`src/rtl/pipeline_pkg.sv`:
```
// Shared types and constants for the MIPS32 fetch front end.
// Holds the fetch FSM state encoding, the NOP bubble word, the PC width
// and the default reset fetch address.
package pipeline_pkg;

  localparam int PC_W = 32;
  localparam logic [31:0] NOP_INSTR = 32'h0000_0000;
  localparam logic [PC_W-1:0] RESET_PC_DEFAULT = 32'h0000_0000;

  typedef enum logic [1:0] {
    ST_IDLE = 2'd0,
    ST_REQ  = 2'd1,
    ST_HOLD = 2'd2,
    ST_DROP = 2'd3
  } fetch_state_t;

  // Clear the byte-offset bits so every fetch address is word aligned.
  function automatic logic [PC_W-1:0] word_align(input logic [PC_W-1:0] a);
    return a & ~PC_W'(3);
  endfunction

endpackage

```
`src/rtl/if_id_reg.sv`:
```
// IF/ID pipeline register. Frozen while en=0 (ID stalled). When enabled it
// either captures a delivered instruction or inserts a bubble (NOP, valid=0);
// flush forces the bubble even if an instruction is offered.
module if_id_reg
  import pipeline_pkg::*;
(
  input  logic            clk,
  input  logic            rst_n,
  input  logic            en,
  input  logic            flush,
  input  logic            load,
  input  logic [31:0]     ir_in,
  input  logic [PC_W-1:0] pc_in,
  output logic [31:0]     IR,
  output logic [PC_W-1:0] pc_ID,
  output logic [PC_W-1:0] pc_plus4_ID,
  output logic            valid_ID
);

  // Capture a new instruction or a bubble whenever ID accepts.
  always_ff @(posedge clk or negedge rst_n) begin
    if (!rst_n) begin
      IR          <= NOP_INSTR;
      pc_ID       <= '0;
      pc_plus4_ID <= PC_W'(4);
      valid_ID    <= 1'b0;
    end else if (en) begin
      if (load && !flush) begin
        IR          <= ir_in;
        pc_ID       <= pc_in;
        pc_plus4_ID <= pc_in + PC_W'(4);
        valid_ID    <= 1'b1;
      end else begin
        IR       <= NOP_INSTR;
        valid_ID <= 1'b0;
      end
    end
  end

endmodule

```
`src/rtl/if_stage.sv`:
```
// MIPS32 instruction-fetch stage: PC, imem request handshake, one-entry hold
// buffer and the IF/ID register.
// Handshake: imem_req stays high with imem_addr stable until a cycle in which
// imem_ack=1 (possibly the first request cycle); imem_rdata is valid only in
// that cycle. stall=1 freezes IF/ID; redirect is honoured only when stall=0.
// Optional macro IF_DELAY_SLOT_EN: branch delay slot (no flush on redirect,
// the next delivered instruction is kept and the PC then jumps).
module if_stage
  import pipeline_pkg::*;
#(
  parameter logic [PC_W-1:0] RESET_PC = RESET_PC_DEFAULT
) (
  input  logic            clk,
  input  logic            rst_n,
  output logic            imem_req,
  output logic [PC_W-1:0] imem_addr,
  input  logic            imem_ack,
  input  logic [31:0]     imem_rdata,
  input  logic            stall,
  input  logic            redirect,
  input  logic [PC_W-1:0] redirect_pc,
  output logic [31:0]     IR,
  output logic [PC_W-1:0] pc_ID,
  output logic [PC_W-1:0] pc_plus4_ID,
  output logic            valid_ID,
  output fetch_state_t    state_dbg
);

  fetch_state_t    state;
  logic            req;
  logic [PC_W-1:0] pc;
  logic [31:0]     hold_ir;
  logic [PC_W-1:0] hold_pc;
  logic [PC_W-1:0] drop_target;

  logic            redir_ok;
  logic            ifid_load;
  logic            ifid_flush;
  logic [31:0]     ifid_ir;
  logic [PC_W-1:0] ifid_pc;
  logic [PC_W-1:0] next_seq_pc;
  logic [PC_W-1:0] redir_target;

`ifdef IF_DELAY_SLOT_EN
  logic            pending;
  logic [PC_W-1:0] pending_target;
  logic            redir_take;
  logic            deliver;
`endif

  assign imem_req  = req;
  assign imem_addr = pc;
  assign state_dbg = state;

  // Decide what IF/ID sees this cycle and where the PC goes after a delivery.
  always_comb begin
    redir_ok     = redirect & ~stall;
    redir_target = word_align(redirect_pc);
    ifid_load    = 1'b0;
    ifid_flush   = 1'b0;
    ifid_ir      = imem_rdata;
    ifid_pc      = pc;
    case (state)
      ST_REQ:  if (imem_ack && !stall) ifid_load = 1'b1;
      ST_HOLD: if (!stall) begin
                 ifid_load = 1'b1;
                 ifid_ir   = hold_ir;
                 ifid_pc   = hold_pc;
               end
      default: ;
    endcase
`ifdef IF_DELAY_SLOT_EN
    redir_take  = redir_ok & ~pending;
    deliver     = ifid_load;
    if (pending)         next_seq_pc = pending_target;
    else if (redir_take) next_seq_pc = redir_target;
    else                 next_seq_pc = pc + PC_W'(4);
`else
    ifid_flush  = redir_ok;
    next_seq_pc = pc + PC_W'(4);
`endif
  end

  // Fetch FSM: request handshake, PC update, hold buffer and drop tracking.
  always_ff @(posedge clk or negedge rst_n) begin
    if (!rst_n) begin
      state       <= ST_IDLE;
      req         <= 1'b0;
      pc          <= word_align(RESET_PC);
      hold_ir     <= NOP_INSTR;
      hold_pc     <= '0;
      drop_target <= '0;
    end else begin
      case (state)
        ST_IDLE: begin
          state <= ST_REQ;
          req   <= 1'b1;
        end
        ST_REQ: begin
`ifndef IF_DELAY_SLOT_EN
          if (redir_ok) begin
            if (imem_ack) begin
              pc <= redir_target;
            end else begin
              drop_target <= redir_target;
              state       <= ST_DROP;
            end
          end else
`endif
          if (imem_ack) begin
            if (!stall) begin
              pc <= next_seq_pc;
            end else begin
              hold_ir <= imem_rdata;
              hold_pc <= pc;
              state   <= ST_HOLD;
              req     <= 1'b0;
            end
          end
        end
        ST_HOLD: begin
`ifndef IF_DELAY_SLOT_EN
          if (redir_ok) begin
            pc    <= redir_target;
            state <= ST_REQ;
            req   <= 1'b1;
          end else
`endif
          if (!stall) begin
            pc    <= next_seq_pc;
            state <= ST_REQ;
            req   <= 1'b1;
          end
        end
        ST_DROP: begin
          if (imem_ack) begin
            pc    <= redir_ok ? redir_target : drop_target;
            state <= ST_REQ;
          end else if (redir_ok) begin
            drop_target <= redir_target;
          end
        end
        default: begin
          state <= ST_IDLE;
          req   <= 1'b0;
        end
      endcase
    end
  end

`ifdef IF_DELAY_SLOT_EN
  // Delay-slot bookkeeping: remember a taken branch until the slot is delivered.
  always_ff @(posedge clk or negedge rst_n) begin
    if (!rst_n) begin
      pending        <= 1'b0;
      pending_target <= '0;
    end else if (deliver) begin
      pending <= 1'b0;
    end else if (redir_take) begin
      pending        <= 1'b1;
      pending_target <= redir_target;
    end
  end
`endif

  if_id_reg u_if_id_reg (
    .clk         (clk),
    .rst_n       (rst_n),
    .en          (~stall),
    .flush       (ifid_flush),
    .load        (ifid_load),
    .ir_in       (ifid_ir),
    .pc_in       (ifid_pc),
    .IR          (IR),
    .pc_ID       (pc_ID),
    .pc_plus4_ID (pc_plus4_ID),
    .valid_ID    (valid_ID)
  );

endmodule
```
`config.mk`:
```
export PLATFORM = sky130hd
export DESIGN_NAME = if_stage
export DESIGN_NICKNAME = d
export VERILOG_FILES = /design/src/rtl/pipeline_pkg.sv /design/src/rtl/if_id_reg.sv /design/src/rtl/if_stage.sv
export SDC_FILE = /design/constraint.sdc
export NUM_CORES = 1
export LEC_CHECK = 0
export ABC_AREA = 1
export CORE_MARGIN = 2
export CORE_UTILIZATION = 49
export DETAILED_ROUTE_END_ITERATION = 8
export HOLD_SLACK_MARGIN = 0.12
export PLACE_DENSITY = 0.77
export SLEW_MARGIN = 0
export SYNTH_ARGS = -nofsm -noshare
export SYNTH_HDL_FRONTEND = slang
export SYNTH_SLANG_ARGS = --single-unit
```
`constraint.sdc`:
```
create_clock -name clk -period 2.3 [get_ports clk]
set_clock_uncertainty 0.1 [all_clocks]
set_input_delay 0.345 -clock clk [delete_from_list [all_inputs] [get_ports clk]]
set_output_delay 0.345 -clock clk [all_outputs]
set_load 0.02 [all_outputs]
```
* Yosys cells after proc, flatten, opt, wreduce, memory -nomap -nowiden
Cells that the tools add are included.
** Storage, ports and cells
- Register bits :: 228
- Bits of input ports :: 69
- Output and inout bits :: 132
- Word-level logic and storage cells :: 78
** Cells by class
- Add/subtract/negate cells :: 2
- Equality and inequality tests :: 14
- Muxes and demuxes :: 34
- Bitwise gates (word level) :: 3
- Reductions and logical operators :: 15
** Operators by type and width (count)
- 2-to-1 mux 32 bit :: 14
- one-hot mux 32 bit (3 select lines) :: 1
- adder 32 x 3 -> 32 bit (second input constant) :: 2
- one-hot mux 32 bit (2 select lines) :: 1
- 2-to-1 mux 2 bit :: 7
- != test 2 bit (second input constant) :: 6
- AND reduction 5 bit :: 2
- != test 3 x 2 -> 1 bit (second input constant) :: 3
- 2-to-1 mux 1 bit :: 8
- one-hot mux 2 bit (4 select lines) :: 1
- AND reduction 4 bit :: 2
- AND reduction 3 bit :: 2
- nonzero test 3 bit :: 2
- == test 2 bit (second input constant) :: 2
- != test 3 bit (second input constant) :: 1
- one-hot mux 1 bit (3 select lines) :: 1
- == test 2 x 1 -> 1 bit (second input constant) :: 1
- logical AND 1 bit :: 2
- logical NOT 1 bit :: 2
- logical NOT 2 bit :: 1
- != test 2 x 1 -> 1 bit (second input constant) :: 1
- NOT 1 bit :: 2
- one-hot mux 1 bit (2 select lines) :: 1
- AND reduction 2 bit :: 1
- other kinds (2) :: 2

* Depth between registers and ports, before layout
- Depth in word-level cells :: 6
- Mapped depth :: 16
- Depth with buffers taken out :: 14

* Cells and area by module
From an unflattened synthesis, not the netlist that was laid out.
** Second synthesis, totals
- Cell total of the unflattened synthesis :: 1731
- Area, all modules :: 12660.9 um^2
** Modules (own cells, without submodules)
- if_stage :: instances 1, cells an instance 1163, area each 8265.4 um^2, sequential area each 3278.1 um^2
- if_id_reg :: instances 1, cells an instance 568, area each 4395.5 um^2, sequential area each 2378.5 um^2

* Least setup slack after synthesis
Ideal clock, no wire load.
- Path type :: reg2reg
- From :: reg state[0], in the netlist state_dbg[0]
- To :: reg u_if_id_reg.pc_plus4_ID[30]
- Library setup time :: 117 ps
- Arrival time :: 2377 ps
- Data required time :: 2083 ps
- Slack :: -294 ps
- Cell stages (with the launch flop) :: 14
- Buffers on the path :: 2
- Clock period less this slack :: 2594 ps
- Cell sequence :: dfrtp_1 -> inv_1 -> ha_1 -> buf_2 -> buf_4 -> o21ai_0 -> ha_1 -> nand3_1 -> nor2_4 -> nand3_1 -> nor2_2 -> nand3_1 -> nand3_1 -> nand2_1
** On the way
- Elaborated cells between the ends (all ways) :: 7
- Classes of those cells :: 1 x add/sub; 2 x eq/ne; 2 x mux; 2 x reduce/logical
** RTL lines
- start: declaration :: line if_stage.sv:29 : fetch_state_t state;
- start signal: assignment :: line if_stage.sv:87 : state <= ST_IDLE;
- start signal: assignment :: line if_stage.sv:96 : state <= ST_REQ;
- start signal: assignment :: line if_stage.sv:106 : state <= ST_DROP;
- == test 2 bit :: line if_stage.sv:63 : case (state)
- 2-to-1 mux 32 bit :: line if_stage.sv:63
- via ifid_pc[2] :: line if_stage.sv:40 : logic [PC_W-1:0] ifid_pc;
- adder 32 x 3 -> 32 bit :: line if_id_reg.sv:31 : pc_plus4_ID <= pc_in + PC_W'(4);
- end signal: assignment :: line if_id_reg.sv:31
- end: declaration :: line if_id_reg.sv:16 : output logic [PC_W-1:0] pc_plus4_ID,
The timed path passes the listed nets, and every way through them passes these cells.
A chain may end at the register's enable or synchronous reset.

* Final worst setup path
- From :: reg pc[24], in the netlist imem_addr[24]
- To :: out imem_addr[24]
** RTL lines
- start: declaration :: line if_stage.sv:31 : logic [PC_W-1:0] pc;
- start signal: assignment :: line if_stage.sv:89 : pc <= word_align(RESET_PC);
- start signal: assignment :: line if_stage.sv:103 : pc <= redir_target;
- start signal: assignment :: line if_stage.sv:112 : pc <= next_seq_pc;
- end: declaration :: line if_stage.sv:16 : output logic [PC_W-1:0] imem_addr,
No word-level cell between the ends.

==> results.yml <==
worst_setup_path:
  reg2reg_to: "drop_target[20]"
  rrSetupSlack_ns: 0.08
  cp.arrival_ns: 1.79
  cp_slowest_stage_delay_ns: 0.69
  kind_of_critical_path: "reg2out"
  crit_path_top_delay_cell: "sky130_fd_sc_hd__clkdlybuf4s50_1"
  critical_path.startpoint_type: "register"
  cp_top_family: "buffers and inverters"
  crit_fanout: 8
  worst-path-buf-inv: 1
  worst_ep_required_time_ns: 1.86
  r2r.worst_path.cells: 10
  regToRegStartpoint: "state_dbg[1]"
  worstPathCellList: "clkdlybuf4s50_1"
  critical_path.endpoint_type: "output port"
finish:
  final_cell_area_um2: 16200
  n_antenna_cell: 0
  final-seq-area_um2: 5660
  multi_input_area_um2: 5760
  final_layout_size_suffix_gt1_share_pct: 12.0
  num-nets-final: 1964
  num-fill-cells: 2042
  area_added_between_synthesis_and_finish_pct: 33.0
grt:
  grt_max_degree: 65
  antenna_violations_before_repair: 0
  via_count_of_the_first_global_routing_pass: 11100
  overflow: 0
  grt_pass1_wl_um: 56900
  grt_util_all_layers_pct: 26.7
sta:
  min_period_ns: 2.24
  report.final.hold_viol_count: 0
  timing.max_slew.rel_slack_pct: 63.7
  max_slew.worst_pin.slew_ns: 0.539
  unrepaired_setup_endpoints_after_global_routing: "true"
  post-route-period-util_pct: 97.3
  final_critical_path_setup_slack_ns: 0.0613
  slew_violations: 0
  setup_viol: 0
  fmax_mhz: 447
logic_synthesis:
  syn_nets: 1728
  postSynthAreaPerCell_um2: 7.38
  synth_cell_type_count: 37
  synth.yosys.warnings: 0
  syn_area_um2: 12200
  ys_ff_latch: 226
  postSynthCellCount: 1653
  seq_area_frac_synth_pct: 46.4
routing:
  wl_met2_um: 16400
  viasPerCell: 5.38
  routed-wl-met3_um: 2420
  highest_layer: "met4"
  via_count: 12000
  final_wirelength_um: 36200
  first_iter_violations: 1315
  routedWlPerCell_um: 16.2
  route.detailed.drc: 0
  detail_route.wirelength.met1_um: 16100
  number_of_search_and_repair_iterations_in_the_first_detailed_routing_pass: 7
  drt.antenna.violating_nets: 0
floorplan:
  core_region_um2: 24400
  dieWidth_um: 162
  starting_utilization_of_the_core_area_pct: 50.0
  design.die.area_um2: 26200
  floorplan.rows: 57
  dieHeight_um: 162
  top_level_port_count: 201
placement:
  globalplace.congestion: 0.911
  hpwl_um: 25400
  place_worst_setup_slack_ns: -0.147
  post_dp_cell_area_um2: 15100
  place.port_buffers: 198
clock_tree:
  ctsRootBufferMaster: "sky130_fd_sc_hd__clkbuf_16"
  cts.path.max_buffers: 3
  cts_tree: "built"
  clk_pin_slew_ns: 0.06
  clkLatencyLatePin_ns: 0.53
  clock_sink_count: 226
  cts-buffers-inserted: 26
  cts_htree_levels: 1
pwr:
  finalPower_w: 0.0236
  powerDensity_nw_per_um2: 1460
  worst_ir_drop_vdd_mv: 1.10
  static-leakage-power_nw: 7.76
status:
  outcome: "complete, no violations"
hold_path:
  holdPathStages: 4
  min_from: "stall"
  min_path_type: "in2reg"
  timing.hold.worst_endpoint: "hold_pc[6]"
run:
  maxCapViolCount: 0
-- cell type report --
class,count,area share (%)
inverter,136,3.19
clock inverter,13,1.09
sequential,226,34.9
tap,324,2.50
multi-input combinational,1202,35.5
timing repair buffer,297,18.3
clock buffer,33,4.49
-- synth_stat cells, drive strengths merged --
cell type,number,area share [%]
mux2,30,2.8
inv,134,4.1
o211ai,13,0.80
and2,1,0.051
a31oi,10,0.51
a21o,1,0.062
a22oi,21,1.3
clkbuf,38,1.2
a211oi,4,0.25
clkinv,2,0.062
ha,6,0.62
a221oi,8,0.57
nor4,1,0.051
dfrtp,225,46
o31ai,2,0.12
xor2,6,0.43
dfstp,1,0.22
nand4,12,0.62
o21a,1,0.062
buf,51,2.5
nor3,12,0.49
a21oi,35,1.4
nand2,589,18
nor2,144,4.8
nand3,122,5.1
o21ai,184,7.6
-- cells by family after synthesis --
logic type / Yosys count / synth area share [%]
AOI/OAI and AO/OA: 279 / 12.7
xor gates and xnor gates: 6 / 0.431
adders and majority gates: 6 / 0.615
buffers and inverters: 225 / 7.83
DFF: 226 / 46.4
muxes: 30 / 2.77
and+or+nand+nor: 881 / 29.3
-- registers in the layout, summed over array words and instances, names as in the netlist --
signal                   cells
u_if_id_reg.valid_ID         1
imem_req                     1
u_if_id_reg.IR              32
hold_pc                     32
hold_ir                     32
u_if_id_reg.pc_ID           30
state_dbg                    2
drop_target                 32
imem_addr                   32
u_if_id_reg.pc_plus4_ID     32
-- cell usage in the layout (no fill, tap or decap), types with 5 or more instances in the layout --
cell	count
sky130_fd_sc_hd__nand4_1	12
sky130_fd_sc_hd__a221oi_1	7
sky130_fd_sc_hd__mux2_2	30
sky130_fd_sc_hd__nand3_2	5
sky130_fd_sc_hd__nor3_1	11
sky130_fd_sc_hd__buf_12	17
sky130_fd_sc_hd__xor2_1	6
sky130_fd_sc_hd__clkdlybuf4s50_1	196
sky130_fd_sc_hd__nand2_1	582
sky130_fd_sc_hd__a31oi_1	10
sky130_fd_sc_hd__o211ai_1	13
sky130_fd_sc_hd__buf_4	77
sky130_fd_sc_hd__dfrtp_1	223
sky130_fd_sc_hd__o21ai_1	9
sky130_fd_sc_hd__clkbuf_16	28
sky130_fd_sc_hd__clkinv_2	5
sky130_fd_sc_hd__nor2_1	121
sky130_fd_sc_hd__nand2_2	6
sky130_fd_sc_hd__a21oi_1	33
sky130_fd_sc_hd__nand3_1	115
sky130_fd_sc_hd__inv_1	129
sky130_fd_sc_hd__nor2_2	15
sky130_fd_sc_hd__o21ai_0	172
sky130_fd_sc_hd__a22oi_1	21
sky130_fd_sc_hd__nor2_4	8
-- layer usage --
metal,up-vias,GRT usage [%]
met5,-,0
met4,0,8.81
met3,82,3.19
met2,479,41.5
met1,5612,39.0
li1,5820,-
-- what timing repair did --
action	4_1_cts	5_1_grt
gates cloned	0	1
setup endpoints to repair	21	115
hold buffers	1	0
resized for setup	3	47
endpoints found under the hold margin	226	0
pin swaps	0	12
setup buffers	0	5
-- worst max-delay path by stage --
| stage | cells past startpoint | to | slack [ns] | start |
|---|---|---|---|---|
| after floorplan | 13 | u_if_id_reg.pc_plus4_ID[24] | -0.02 | state_dbg[0] |
| after global placement | 11 | imem_addr[16] | -0.04 | state_dbg[1] |
| after detailed placement | 11 | imem_addr[16] | -0.15 | state_dbg[1] |
| after CTS | 10 | u_if_id_reg.pc_plus4_ID[31] | 0.003 | state_dbg[0] |
| after global routing | 14 | u_if_id_reg.pc_plus4_ID[30] | -0.04 | state_dbg[0] |
| final | 1 | imem_addr[24] | 0.06 | imem_addr[24] |
-- per-stage QoR --
stage               hold WS [ns]  setup TNS, ns  util (%)  cells
global placement           0.186        -0.0444      61.8   2178
detailed placement         0.186          -2.11      61.8   2178
floorplan                -0.0506        -0.0364         -   1653
global route               0.184         -0.296      66.5   2231
CTS                        0.147              0      65.6   2225
finish                     0.153              0      66.5   2231
-- power breakdown --
group	internal (W)	total, W	switching (W)
Sequential	0.00578	0.00720	0.00142
Clock	0.00268	0.00437	0.00169
Combinational	0.00501	0.0121	0.00706
Total	0.0135	0.0236	0.0102
No activity file was read; power rests on OpenSTA's default activity.
==> RTL change, RTL diff (same flow settings) <==
The package constant `PC_W` goes from 32 to 64.
--- a/src/rtl/pipeline_pkg.sv
+++ b/src/rtl/pipeline_pkg.sv
@@ -4,5 +4,5 @@
 package pipeline_pkg;
 
-  localparam int PC_W = 32;
+  localparam int PC_W = 64;
   localparam logic [31:0] NOP_INSTR = 32'h0000_0000;
   localparam logic [PC_W-1:0] RESET_PC_DEFAULT = 32'h0000_0000;
Interface: changed (resized imem_addr, pc_ID, pc_plus4_ID and redirect_pc); port bits go from 201 to 329. The function was not compared with the original's and may differ.
==> RTL change against the original RTL <==
  * Worst setup slack worse by 210 ps
  * Highest routed layer unchanged
  * Sequential cell count increased by 160
  * Cell area is 100% higher
  * Core utilization increased by 3.6 points
  * Routed wire length grew 130%
  * Maximum frequency down 8.4%
  * Area after synthesis rose by 87%
  * Total power grew 100%
  * Largest power group unchanged
  * Sequential power rose by 74%
  * The run now ends with negative setup slack left
==> RTL change: results (changes against the original RTL) <==
[cts]
clock_latency_ps = 600  ; +70 ps
cts_setup_buffers = 8  ; +8
htree_num_levels = 2  ; +1

[power]
max-vdd-ir-drop_uv = 939  ; -14%

[synthesis]
yosysSeqAreaShare_pct = 42.3  ; -4.1 points
syn_nets = 3429  ; +98%
synth_xor_area_share_pct = 0.153  ; -0.28 points
synthMuxAreaShare_pct = 1.43  ; -1.3 points
synthDistinctLibCells = 47  ; +27%

[setup_path]
cp.arrival_ps = 2820  ; +1030 ps
rrSetupSlack_ps = -150  ; -230 ps
crit_family = simple AND/OR/NAND/NOR gates
slowest_stage = dfrtp_2

[drt]
route.met3.wl_mm = 7.46  ; +210%
wl_per_cell_um = 18.1  ; +11%

[final_layout]
nets = 4109  ; +110%

[global_routing]
use_met1_pct = 47.6  ; +8.5 points
grt_pass1_vias = 23900  ; +110%

[outcome]
status = complete, but fails checks
violations = negative setup slack

[hold_path]
hold_path.class = primary input to async pin

[placed_design]
port_buffers = 326  ; +65%
pre_cts_ws_ps = -228  ; -81.3 ps
postPlaceCellArea_um2 = 29900  ; +98%

[timing]
fin_ws_ps = -145  ; -207 ps
setup_viol = 45  ; +45

==> RTL change: changes by cell type after synthesis, sizes merged, moves of 105 or more <==
cell,before,now
nand2,589,1100
nor2,144,526
dfrtp,225,385
inv,134,256
nand3,122,241
o21ai,184,291
a21oi,35,140
==> RTL change: final cells by class <==
type                            instances  area (um^2)
Clock inverter                         20          219
Tap cell                              607          759
Sequential cell                       386         9700
Inverter                              257          980
Multi-Input combinational cell       2510        12100
Clock buffer                           60         1260
Timing Repair Buffer                  802         7410
Fill cell                            3688        13800
==> RTL change: how the worst min path moves through the flow <==
stage | cells after the start | startpoint | end | slack [ps]
after floorplan | 0 | rst_n | drop_target[0] | -50
after global placement | 1 | rst_n | drop_target[18] | 190
after detailed placement | 1 | rst_n | drop_target[14] | 190
after CTS | 2 | rst_n | hold_ir[26] | 150
after global routing | 2 | rst_n | drop_target[13] | 180
final | 2 | rst_n | drop_target[13] | 170
==> RTL change: worst reg2reg max path: stages (launching register included) <==
cell and delay, ps:
dfrtp_2 410, inv_2 70, ha_4 240, inv_6 90, clkbuf_16 190, nand2_1 70
o21ai_1 90, nor2_1 200, nand2_1 140, nor2_2 150, nand2_1 140, nor2_4 190
nand2_1 70, nand3_1 110, nand2_1 70
==> RTL change: power by group through the flow <==
stage          combinational [mW]  sequential (mW)  clock, mW
2_1_floorplan                11.8             13.8          0
3_3_place_gp                 25.8             12.3          0
3_5_place_dp                 26.2             12.4          0
4_1_cts                      27.3             12.4       7.31
5_1_grt                      31.0             12.8       7.60
6_report                     28.6             12.5       7.24
==> RTL change: cell families after synthesis <==
| kind of cell | count (synthesis) |
|---|---|
| fa+ha+maj | 7 |
| compound gates | 580 |
| buf+inv | 425 |
| mux | 29 |
| flops | 386 |
| simple gates | 1890 |
| xor+xnor | 4 |
